File: config.mk
export PLATFORM = sky130hd
export DESIGN_NAME = demux_3_reg
export DESIGN_NICKNAME = d
export VERILOG_FILES = /design/src/rtl/demux_3_reg.sv
export SDC_FILE = /design/constraint.sdc
export NUM_CORES = 1
export LEC_CHECK = 0
export CAP_MARGIN = 20
export CORE_ASPECT_RATIO = 0.7
export CORE_MARGIN = 3
export CORE_UTILIZATION = 30
export CTS_BUF_LIST = sky130_fd_sc_hd__clkbuf_4 sky130_fd_sc_hd__clkbuf_8
export CTS_CLUSTER_DIAMETER = 60
export DETAILED_ROUTE_END_ITERATION = 6
export HOLD_SLACK_MARGIN = 0.15
export MAX_ROUTING_LAYER = met4
export SLEW_MARGIN = 20
export SYNTH_ARGS = -nofsm -noshare
export SYNTH_HDL_FRONTEND = slang
export SYNTH_SLANG_ARGS = --single-unit
File: constraint.sdc
create_clock -name clk -period 1.8 [get_ports clk]
set_input_delay 0.18 -clock clk [delete_from_list [all_inputs] [get_ports clk]]
set_output_delay 0.18 -clock clk [all_outputs]
set_load 0.01 [all_outputs]
File: src/rtl/demux_3_reg.sv
// Registered 1-to-3 demultiplexer. One signed input value is steered to one of
// three single-entry output registers, each with a valid/ack handshake. Select
// value 3 discards the transfer and bumps a saturating drop counter.
module demux_3_reg #(
  parameter int unsigned WIDTH = 64,
  parameter int unsigned CNT_W = 8
) (
  input  logic             clk,
  input  logic             rst,
  input  logic             in_valid,
  output logic             in_ready,
  input  logic [WIDTH-1:0] X,
  input  logic [1:0]       S,
  output logic [WIDTH-1:0] Y1,
  output logic [WIDTH-1:0] Y2,
  output logic [WIDTH-1:0] Y3,
  output logic             v1,
  output logic             v2,
  output logic             v3,
  input  logic             a1,
  input  logic             a2,
  input  logic             a3,
  output logic [CNT_W-1:0] drop_count
);

  logic [WIDTH-1:0] y_q [3];
  logic [WIDTH-1:0] y_d [3];
  logic [2:0]       v_q, v_d;
  logic [CNT_W-1:0] drop_q, drop_d;

  logic [2:0] ack;
  logic [2:0] sel;
  logic       xfer;
  logic       discard;

  assign ack = {a3, a2, a1};

  // Decode the select and derive ready; a full channel being acked this cycle
  // can take new data on the same edge.
  always_comb begin
    sel      = 3'b000;
    in_ready = 1'b1;
    unique case (S)
      2'd0: begin
        sel      = 3'b001;
        in_ready = !v_q[0] || ack[0];
      end
      2'd1: begin
        sel      = 3'b010;
        in_ready = !v_q[1] || ack[1];
      end
      2'd2: begin
        sel      = 3'b100;
        in_ready = !v_q[2] || ack[2];
      end
      2'd3: begin
        sel      = 3'b000;
        in_ready = 1'b1;
      end
      default: begin
        sel      = 3'b000;
        in_ready = 1'b1;
      end
    endcase
  end

  assign xfer    = in_valid && in_ready;
  assign discard = xfer && (S == 2'd3);

  // Next-state for the channel registers and the drop counter.
  always_comb begin
    y_d    = y_q;
    v_d    = v_q;
    drop_d = drop_q;
    for (int n = 0; n < 3; n++) begin
      if (xfer && sel[n]) begin
        // A new value wins over a same-cycle ack: the old one was consumed.
        y_d[n] = X;
        v_d[n] = 1'b1;
      end else if (ack[n] && v_q[n]) begin
        v_d[n] = 1'b0;
      end
    end
    if (discard && (drop_q != {CNT_W{1'b1}})) begin
      drop_d = drop_q + 1'b1;
    end
  end

  // State registers with synchronous reset overriding any handshake.
  always_ff @(posedge clk) begin
    if (rst) begin
      for (int n = 0; n < 3; n++) begin
        y_q[n] <= '0;
      end
      v_q    <= '0;
      drop_q <= '0;
    end else begin
      y_q    <= y_d;
      v_q    <= v_d;
      drop_q <= drop_d;
    end
  end

  assign Y1         = y_q[0];
  assign Y2         = y_q[1];
  assign Y3         = y_q[2];
  assign v1         = v_q[0];
  assign v2         = v_q[1];
  assign v3         = v_q[2];
  assign drop_count = drop_q;

endmodule

==> results_dict.tcl, run 1 <==
set metrics [dict create \
    share_seq_of_total_power_pct 45.9 \
    worst_skew_pair.late_latency_ps 500 \
    synthDistinctLibCells 31 \
    core_box_area_sq_mm 0.02319 \
    hold_viol 0 \
    final_max_slew_viol_count 0 \
    grt_max_degree 61 \
    stdcell_area_sq_mm 0.01108 \
    startpoint_types "flip-flop" \
    routed-via-count 6959 \
    fin_worst_hold_slack_ps 301.8 \
    criticalPathCategory "reg2out" \
    headroom_to_the_max_slew_limit_pct 73.56 \
    design.portCount 276 \
    fmax_ghz 0.5916 \
    combinationalPowerShare_pct 10.4 \
    netSwitchingPower_mw 2.438 \
    initial_antenna_violation_count 0 \
    dr.pass1.iters 5 \
    groute.usage.overall_pct 18.81 \
    rsz0062_at_grt "false" \
    n_antenna_cell 0 \
    crit_path_max_incr_delay_ps 590 \
    non_filler_instance_count_after_layout 1498 \
    avgRoutedWirePerCell_um 16.44 \
    yosys_register_bits 203 \
    post_dp_cell_area_sq_mm 0.01032 \
    final_layout_size_suffix_gt1_share_pct 7.757 \
    detail-route-antenna-nets 0 \
    timing_worst_slew_pin_value_ps 396.6 \
    layout.core_utilization_pct 47.77 \
    final_period_minus_worst_setup_slack_ps 1690 \
    remaining_global_route_overflow 0 \
    yosysSeqAreaShare_pct 56.00 \
    synth.avg_cell_area_sq_um 8.099 \
    worst_hold_path.num_cells 3 \
    endpoint_kind "output port" \
    tritoncts "built" \
    drt_first_iter_violations 360 \
    start_util_pct 31.29 \
    internal_pwr_total_mw 7.849 \
    clock_sink_count 203 \
    critical_path.n_buffers_inverters 1 \
    design_power_total_mw 10.29 \
    timing.critical_path.cells "clkdlybuf4s50_1" \
    rows 46 \
    crit_cells 1 \
    top_family_by_delay_on_critical_path "buffers and inverters" \
    finish.net_count 1239 \
    leakage_nw 3.864 \
    totalWireLength_um 24630 \
    number_of_global_route_vias_before_repair 6733 \
    timing.hold.worst.class "in2reg" \
    clock_tree.root_cell "clkbuf_8" \
    htree_num_levels 2 \
    outcome "finished clean" \
    route.detailed.drc 0 \
    pwr_density_cell_mw_per_mm2 928.5 \
    layout_area_growth_over_synthesis_pct 52.67 \
    post_cts.repair.setup_buffers 0 \
    setup-violations-final 0 \
    place_inst 1440 \
    tritoncts.num_buffers 35 \
    synth_area_sq_mm 0.007257 \
    synth.net_count 969 \
    clockBufferDepth 3 \
    r2r_cells 5 \
    dieWidth_um 191.9 \
    dp_hpwl_um 16580 \
    critical_path.slowest_cell "clkdlybuf4s50_1" \
    vdd.ir_drop.worst_uv 476.5 \
    cells_after_synthesis 896 \
    clock_network_fraction_of_design_power_pct 43.8 \
    required_ps 1620 \
    grt_first_pass_wirelength_um 37650 \
    period_utilisation_layout_pct 93.90 \
    die-area_sq_mm 0.02612 \
    place.gp.congestion 0.7615 \
    path_max_fanout 4 \
    clock_pin_slew_on_the_worst_setup_and_hold_paths_ps 70 \
    numPortBuffers 275 \
    final_skew_ps 15.33 \
    max_cap_viol_count 0 \
    sw_frac_of_total_pct 23.70 \
    detail_route.vias_per_cell 4.646 \
    worst_ep_arrival_time_ps 1510 \
    floorplan.die.height_um 136.1 \
    yosys_warning_total 0 \
]
## timing repair
action | 4_1_cts | 5_1_grt
setup endpoints to repair | 1 | 0
resized for setup | 1 | 0
hold buffers | 1 | 0
endpoints found under the hold margin | 37 | 0
## cell usage after synthesis, drive strengths merged
library cell	count	area, sq um
nand2	387	1453
dfxtp	203	4064
a21oi	195	979.7
buf	40	322.8
clkbuf	25	93.84
nor2	8	30.03
xor2	5	43.79
nand2b	4	32.53
nor2b	4	25.02
and3	3	18.77
nor3	3	42.54
o21ai	3	15.01
mux2i	2	20.02
nand3	2	10.01
o211ai	2	20.02
or3	2	12.51
and2	1	6.260
and4bb	1	12.51
ha	1	12.51
mux2	1	11.26
nand3b	1	7.510
nand4	1	6.260
o2111ai	1	8.760
xnor2	1	8.760
## metrics by stage
step / TNS [ps] / setup slack (ps)
after floorplan: 0 / 347.3
after global placement: -4204 / -85.28
after detailed placement: -7265 / -99.48
after CTS: 0 / 58.21
after global routing: 0 / 17.02
final: 0 / 109.8
## metal layers
layer,global-route usage [%],up-vias,part of all wire [%]
li1,-,3422,-
met1,25.31,3242,46
met2,27.07,256,42
met3,6.675,39,11
met4,4.318,0,1.5
met5,-,-,0
## power by group through the flow
stage               clock [mW]  combinational, mW  sequential [mW]
floorplan                    0              0.359             4.88
global placement             0               1.07             4.81
detailed placement           0               1.07             4.81
CTS                       4.66               1.08             4.72
global route              4.88               1.16             4.73
finish                    4.50               1.07             4.72
## worst paths after layout
kind | from | end | slack (ps)
max | drop_count[6] | drop_count[6] | 110
min | X[18] | Y1[18] | 300
max reg2reg | drop_count[1] | drop_count[1] | 210
min reg2reg | Y1[15] | Y1[15] | 450
## layout make-up
class                      count  area (sq um)
tap                          312         390.4
sequential                   203          4064
fill                        2277         12120
clock inverter                 4         70.07
clock buffer                  53         679.4
multi-input combinational    628          2785
timing repair buffer         298          3090
## cells in the final DEF (no fill, tap or decap), types with 3 or more instances in the layout
cell / Yosys / routed
o21ai_0: 3 / 3
nor2_1: 8 / 8
nand2b_1: 3 / 3
nand2_1: 387 / 387
clkbuf_8: 0 / 45
nor2b_1: 4 / 4
clkbuf_4: 0 / 8
buf_4: 12 / 9
clkdlybuf4s50_1: 0 / 273
xor2_1: 5 / 5
buf_12: 0 / 13
a21oi_1: 194 / 194
dfxtp_1: 203 / 203
## cells by family after synthesis
family	after synthesis	synth area share [%]
buffers and inverters	65	5.741
xor gates and xnor gates	6	0.7241
adders and majority gates	1	0.1724
and+or+nand+nor	417	22.83
DFF	203	56.00
AOI/OAI and AO/OA	201	14.10
muxes	3	0.4310
## flip-flops by register name, summed over array words and instances, names as in the netlist
signal	cells
drop_count	8
Y3	64
Y2	64
Y1	64
v_q	3
Power figures use the tool's default switching activity.
==> inputs of run 2 (changes only) <==
--- a/config.mk
+++ b/config.mk
@@ -8,7 +8,7 @@
 export CAP_MARGIN = 20
 export CORE_ASPECT_RATIO = 0.7
 export CORE_MARGIN = 3
-export CORE_UTILIZATION = 30
+export CORE_UTILIZATION = 34
 export CTS_BUF_LIST = sky130_fd_sc_hd__clkbuf_4 sky130_fd_sc_hd__clkbuf_8
 export CTS_CLUSTER_DIAMETER = 60
 export DETAILED_ROUTE_END_ITERATION = 6
==> results_dict.tcl, run 2 (same netlist as run 1, synthesis figures left out) <==
set metrics [dict create \
    outcome "finished clean" \
    hp-start "X[57]" \
    timing_worst_slew_pin_value_ps 455.4 \
    pwr_density_cell_mw_per_mm2 925.8 \
    n_antenna_cell 0 \
    timing.critical_path.cells "clkdlybuf4s50_1" \
    leakage_nw 3.879 \
    clock_sink_count 203 \
    drt_first_iter_violations 392 \
    r2r_cells 5 \
    rows 44 \
    fin_worst_hold_slack_ps 295.4 \
    holdPathEnd "Y2[57]" \
    path_max_fanout 5 \
    initial_antenna_violation_count 0 \
    criticalPathCategory "reg2out" \
    finish.net_count 1244 \
    layout_area_growth_over_synthesis_pct 52.15 \
    dp_hpwl_um 16200 \
    r2r_setup_slack_ps 240 \
    remaining_global_route_overflow 0 \
    worst_skew_pair.late_latency_ps 500 \
    final_layout_size_suffix_gt1_share_pct 8.319 \
    dieWidth_um 180.6 \
    clock_tree.root_cell "clkbuf_8" \
    start_util_pct 34.78 \
    detail-route-antenna-nets 0 \
    worst_hold_path.num_cells 3 \
    endpoint_kind "output port" \
    dr.pass1.iters 4 \
    top_family_by_delay_on_critical_path "buffers and inverters" \
    place.gp.congestion 0.7989 \
    die-area_sq_mm 0.02316 \
    headroom_to_the_max_slew_limit_pct 69.64 \
    setup-violations-final 0 \
    critical_path.n_buffers_inverters 1 \
    final_max_slew_viol_count 0 \
    totalWireLength_um 24400 \
    final_common_cell "nand2_1" \
    post_cts.repair.setup_buffers 0 \
    groute.usage.overall_pct 20.68 \
    clock_pin_slew_on_the_worst_setup_and_hold_paths_ps 60 \
    tritoncts.num_buffers 35 \
    detail_route.vias_per_cell 4.700 \
    timing.rr.start "drop_count[0]" \
    startpoint_types "flip-flop" \
    route.detailed.drc 0 \
    final_skew_ps 17.82 \
    design.portCount 276 \
    avgRoutedWirePerCell_um 16.64 \
    final_period_minus_worst_setup_slack_ps 1702 \
    max_cap_viol_count 0 \
    critical_path.slowest_cell "clkdlybuf4s50_1" \
    tns_ps 0 \
    htree_num_levels 2 \
    grt_max_degree 90 \
    clockBufferDepth 3 \
    mostFrequentLayoutCells "nand2_1 (387), clkdlybuf4s50_1 (273), dfxtp_1 (201)" \
    period_utilisation_layout_pct 94.57 \
    rsz0062_at_grt "false" \
    number_of_global_route_vias_before_repair 6464 \
    vdd.ir_drop.worst_uv 671.0 \
    floorplan.die.height_um 128.2 \
    grt_first_pass_wirelength_um 37360 \
    routed-via-count 6890 \
    reg2reg_to "drop_count[7]" \
    core_box_area_sq_mm 0.02087 \
    required_ps 1620 \
    fmax_ghz 0.5875 \
    numPortBuffers 275 \
    timing.hold.worst.class "in2reg" \
    hold_viol 0 \
    crit_path_max_incr_delay_ps 620 \
    worst_ep_arrival_time_ps 1520 \
    tritoncts "built" \
]
run 2: cell types whose count changed in the layout (fill, tap and decap cells not counted), sizes merged:
| cell | before | now |
|---|---|---|
| dlygate4sd2 | 1 | 0 |
| clkdlybuf4s15 | 0 | 1 |
| clkbuf | 53 | 51 |
| buf | 23 | 28 |
| clkinv | 2 | 3 |
run 2: metrics by stage:
step	area (sq um)	setup WS, ps	total power, mW	util [%]	cells
after CTS	11030	13.15	10.37	52.88	1466
after floorplan	7257	347.3	5.236	-	896
after global routing	11040	40.59	10.67	52.92	1466
after detailed placement	10290	-160.3	5.881	49.31	1409
after global placement	10290	-175.6	5.872	49.31	1409
final	11040	97.81	10.22	52.92	1466
run 2: report_power, final:
group / internal, mW / switching [mW] / total, mW
clock: 2.61 / 1.83 / 4.44
combinational: 0.531 / 0.533 / 1.06
sequential: 4.64 / 0.0753 / 4.72
run 2: cell type report:
type,count,area (sq um)
multi-input cells,628,2793
fillers,2015,9823
well taps,276,345.3
clock buffers,51,658.1
clock inverters,5,75.07
repair buffers,303,3104
flip-flops and latches,203,4066
run 2: timing repair:
action                                  4_1_cts  5_1_grt
hold endpoints to repair                      4        0
endpoints found under the setup margin        1        2
pin swaps                                     0        1
resized for setup                             4        2
gates cloned                                  0        0
hold buffers                                  1        0
run 2: worst max path at each step:
stage | start | to | slack (ps) | depth (start not counted)
4_1_cts | v_q[2] | in_ready | 10 | 4
6_report | drop_count[4] | drop_count[4] | 100 | 1
2_1_floorplan | drop_count[0] | drop_count[7] | 350 | 5
3_3_place_gp | a3 | in_ready | -180 | 5
5_1_grt | v_q[2] | in_ready | 40 | 4
3_5_place_dp | a3 | in_ready | -160 | 5
run 2: worst register-to-register path: stages (launching register included):
cell      delay [ps]
dfxtp_1          350
ha_1             230
nand3_1          190
o211ai_2         150
nor3_2           190
mux2_2           340
run 2: layer usage:
metal	track usage [%]	vias to the layer above	part of all wire (%)
li1	-	3445	-
met1	27.74	3177	47
met2	29.96	236	42
met3	7.686	32	9.2
met4	4.375	0	1.4
met5	-	-	0
==> RTL edit (flow settings as in run 2) <==
Reset style: asynchronous (`rst`), changed in one clocked block. Comments in the files are not updated.
--- a/src/rtl/demux_3_reg.sv
+++ b/src/rtl/demux_3_reg.sv
@@ -87,7 +87,7 @@
   end
 
   // State registers with synchronous reset overriding any handshake.
-  always_ff @(posedge clk) begin
+  always_ff @(posedge clk or posedge rst) begin
     if (rst) begin
       for (int n = 0; n < 3; n++) begin
         y_q[n] <= '0;
Function: differs if rst is asserted again (counterexample within 4 cycles, from zero or initial values and one cycle with rst high); with rst held inactive, the same outputs for 4 cycles.
==> RTL edit against run 2 <==
Worst setup slack got worse by 0.0035 ns; routed wire length decreased by 13%; final area increased by 10%; area after synthesis increased by 13%; sequential cell count unchanged; via count decreased by 26%; non-clock buffer count increased by 1; clock skew increased by 0.014 ns.
Power is not compared: it rests on default switching activity, and its combinational part moved more than twofold at a synthesized area within 25%.
==> RTL edit: results (changes against run 2) <==
<table>
<tr><th>Metric</th><th>Value</th></tr>
<tr><th colspan="2">Worst setup path</th></tr>
<tr><td>Number of cells on the worst reg-to-reg path</td><td>4 (-1)</td></tr>
<tr><td>Worst R2R End</td><td>Y3[56]</td></tr>
<tr><td>Largest fanout of any net on the critical path</td><td>6 (+1)</td></tr>
<tr><td>Launch point of the worst reg-to-reg path</td><td>v_q[2]</td></tr>
<tr><td>End point of the critical path</td><td>drop_count[7]</td></tr>
<tr><td>Reg2Reg Setup Slack</td><td>0.13 ns (-0.11 ns)</td></tr>
<tr><td>Origin of the worst setup path</td><td>drop_count[7]</td></tr>
<tr><th colspan="2">STA</th></tr>
<tr><td>Maximum frequency from static timing analysis</td><td>586 MHz (-0.20%)</td></tr>
<tr><td>Transition time at the pin with the least slew margin</td><td>0.600 ns (+0.145 ns)</td></tr>
<tr><th colspan="2">Placed design</th></tr>
<tr><td>Last weighted congestion value of the routability-driven placer</td><td>0.812 (+1.7%)</td></tr>
<tr><td>Detailed Place HPWL</td><td>15200 um (-5.9%)</td></tr>
<tr><td>Post-placement cell area</td><td>0.0115 mm2 (+11%)</td></tr>
<tr><td>Cell total after placement</td><td>1055 (-25%)</td></tr>
<tr><th colspan="2">Synth</th></tr>
<tr><td>Synth async-reset ratio</td><td>1.00 (+1.00)</td></tr>
<tr><td>Post-Synthesis Net Count</td><td>533 (-45%)</td></tr>
<tr><td>Sequential fraction of the synthesis area</td><td>0.619 (+0.0594)</td></tr>
<tr><td>Number of instances in the synthesized netlist</td><td>460 (-49%)</td></tr>
<tr><th colspan="2">Global route</th></tr>
<tr><td>Number of global-route vias before repair</td><td>5660 (-12%)</td></tr>
<tr><td>Global-route total usage across every layer</td><td>0.167 (-0.0394)</td></tr>
<tr><td>Maximum number of pins on one net before global-route repair</td><td>114 (+27%)</td></tr>
<tr><td>Global-route wire length before repair</td><td>33100 um (-11%)</td></tr>
<tr><th colspan="2">Worst hold path</th></tr>
<tr><td>Hold crit path type</td><td>in -&gt; async</td></tr>
<tr><th colspan="2">Clocking</th></tr>
<tr><td>Number of clock buffers inserted by TritonCTS</td><td>36 (+2.9%)</td></tr>
<tr><th colspan="2">Routing</th></tr>
<tr><td>Detailed Route WL</td><td>21300 um (-13%)</td></tr>
<tr><td>First-iteration detailed-routing DRC count</td><td>197 (-50%)</td></tr>
<tr><td>Average via count per standard cell</td><td>4.55 (-3.2%)</td></tr>
<tr><td>DRT Pass-1 Iters</td><td>7 (+3)</td></tr>
<tr><th colspan="2">Outcome</th></tr>
<tr><td>Result of the run</td><td>complete, no violations</td></tr>
<tr><th colspan="2">Cells and area</th></tr>
<tr><td>Fraction of layout instances using a drive strength above 1</td><td>0.341 (+0.258)</td></tr>
</table>
-- RTL edit: worst register-to-register path, cell delays in order, from the launching register on --
cell and delay, ns:
dfrtp_1 0.37, nor2b_2 0.18, nor3_4 0.33, buf_4 0.31
mux2_1 0.35
-- RTL edit: power breakdown --
part / switching [uW] / internal, uW
Clock: 1830 / 2430
Combinational: 1530 / 2830
Sequential: 628 / 5540
-- RTL edit: worst min-delay path by stage --
| stage | from | end | slack, ns | cells after the start |
|---|---|---|---|---|
| finish | rst | Y3[30] | 0.23 | 3 |
| global route | rst | Y3[52] | 0.27 | 3 |
| floorplan | S[0] | v_q[0] | 0.29 | 1 |
| global placement | Y3[34] | Y3[34] | 0.47 | 1 |
| detailed placement | Y3[0] | Y3[0] | 0.48 | 1 |
| CTS | rst | Y3[52] | 0.20 | 3 |
-- RTL edit: area by class of cell --
type / count / area, um2 / share of cell area
well taps: 312 / 390 / 0.0321
inverters: 1 / 7.51 / 0.000617
clock inverters: 9 / 70.1 / 0.00576
repair buffers: 304 / 3100 / 0.255
clock buffers: 51 / 639 / 0.0526
diodes: 1 / 2.50 / 0.000206
multi-input cells: 235 / 2870 / 0.236
flip-flops and latches: 203 / 5080 / 0.418
-- RTL edit: kinds of logic (layout without fill, tap and decap cells) --
group / after synthesis / after routing / share of synthesized area
adders and majority gates: 1 / 1 / 0.00153
xor gates and xnor gates: 3 / 3 / 0.00320
buffers and inverters: 22 / 365 / 0.0328
DFF: 203 / 203 / 0.619
muxes: 195 / 195 / 0.318
and+or+nand+nor: 24 / 24 / 0.0172
AOI/OAI and AO/OA: 12 / 12 / 0.00824
other: 0 / 1 / 0
-- RTL edit: metal layers --
metal  vias to the layer above  track usage
met5                         -            -
met4                         0       0.0444
met3                        33       0.0570
met2                       202        0.250
met1                      2568        0.220
li1                       2274            -
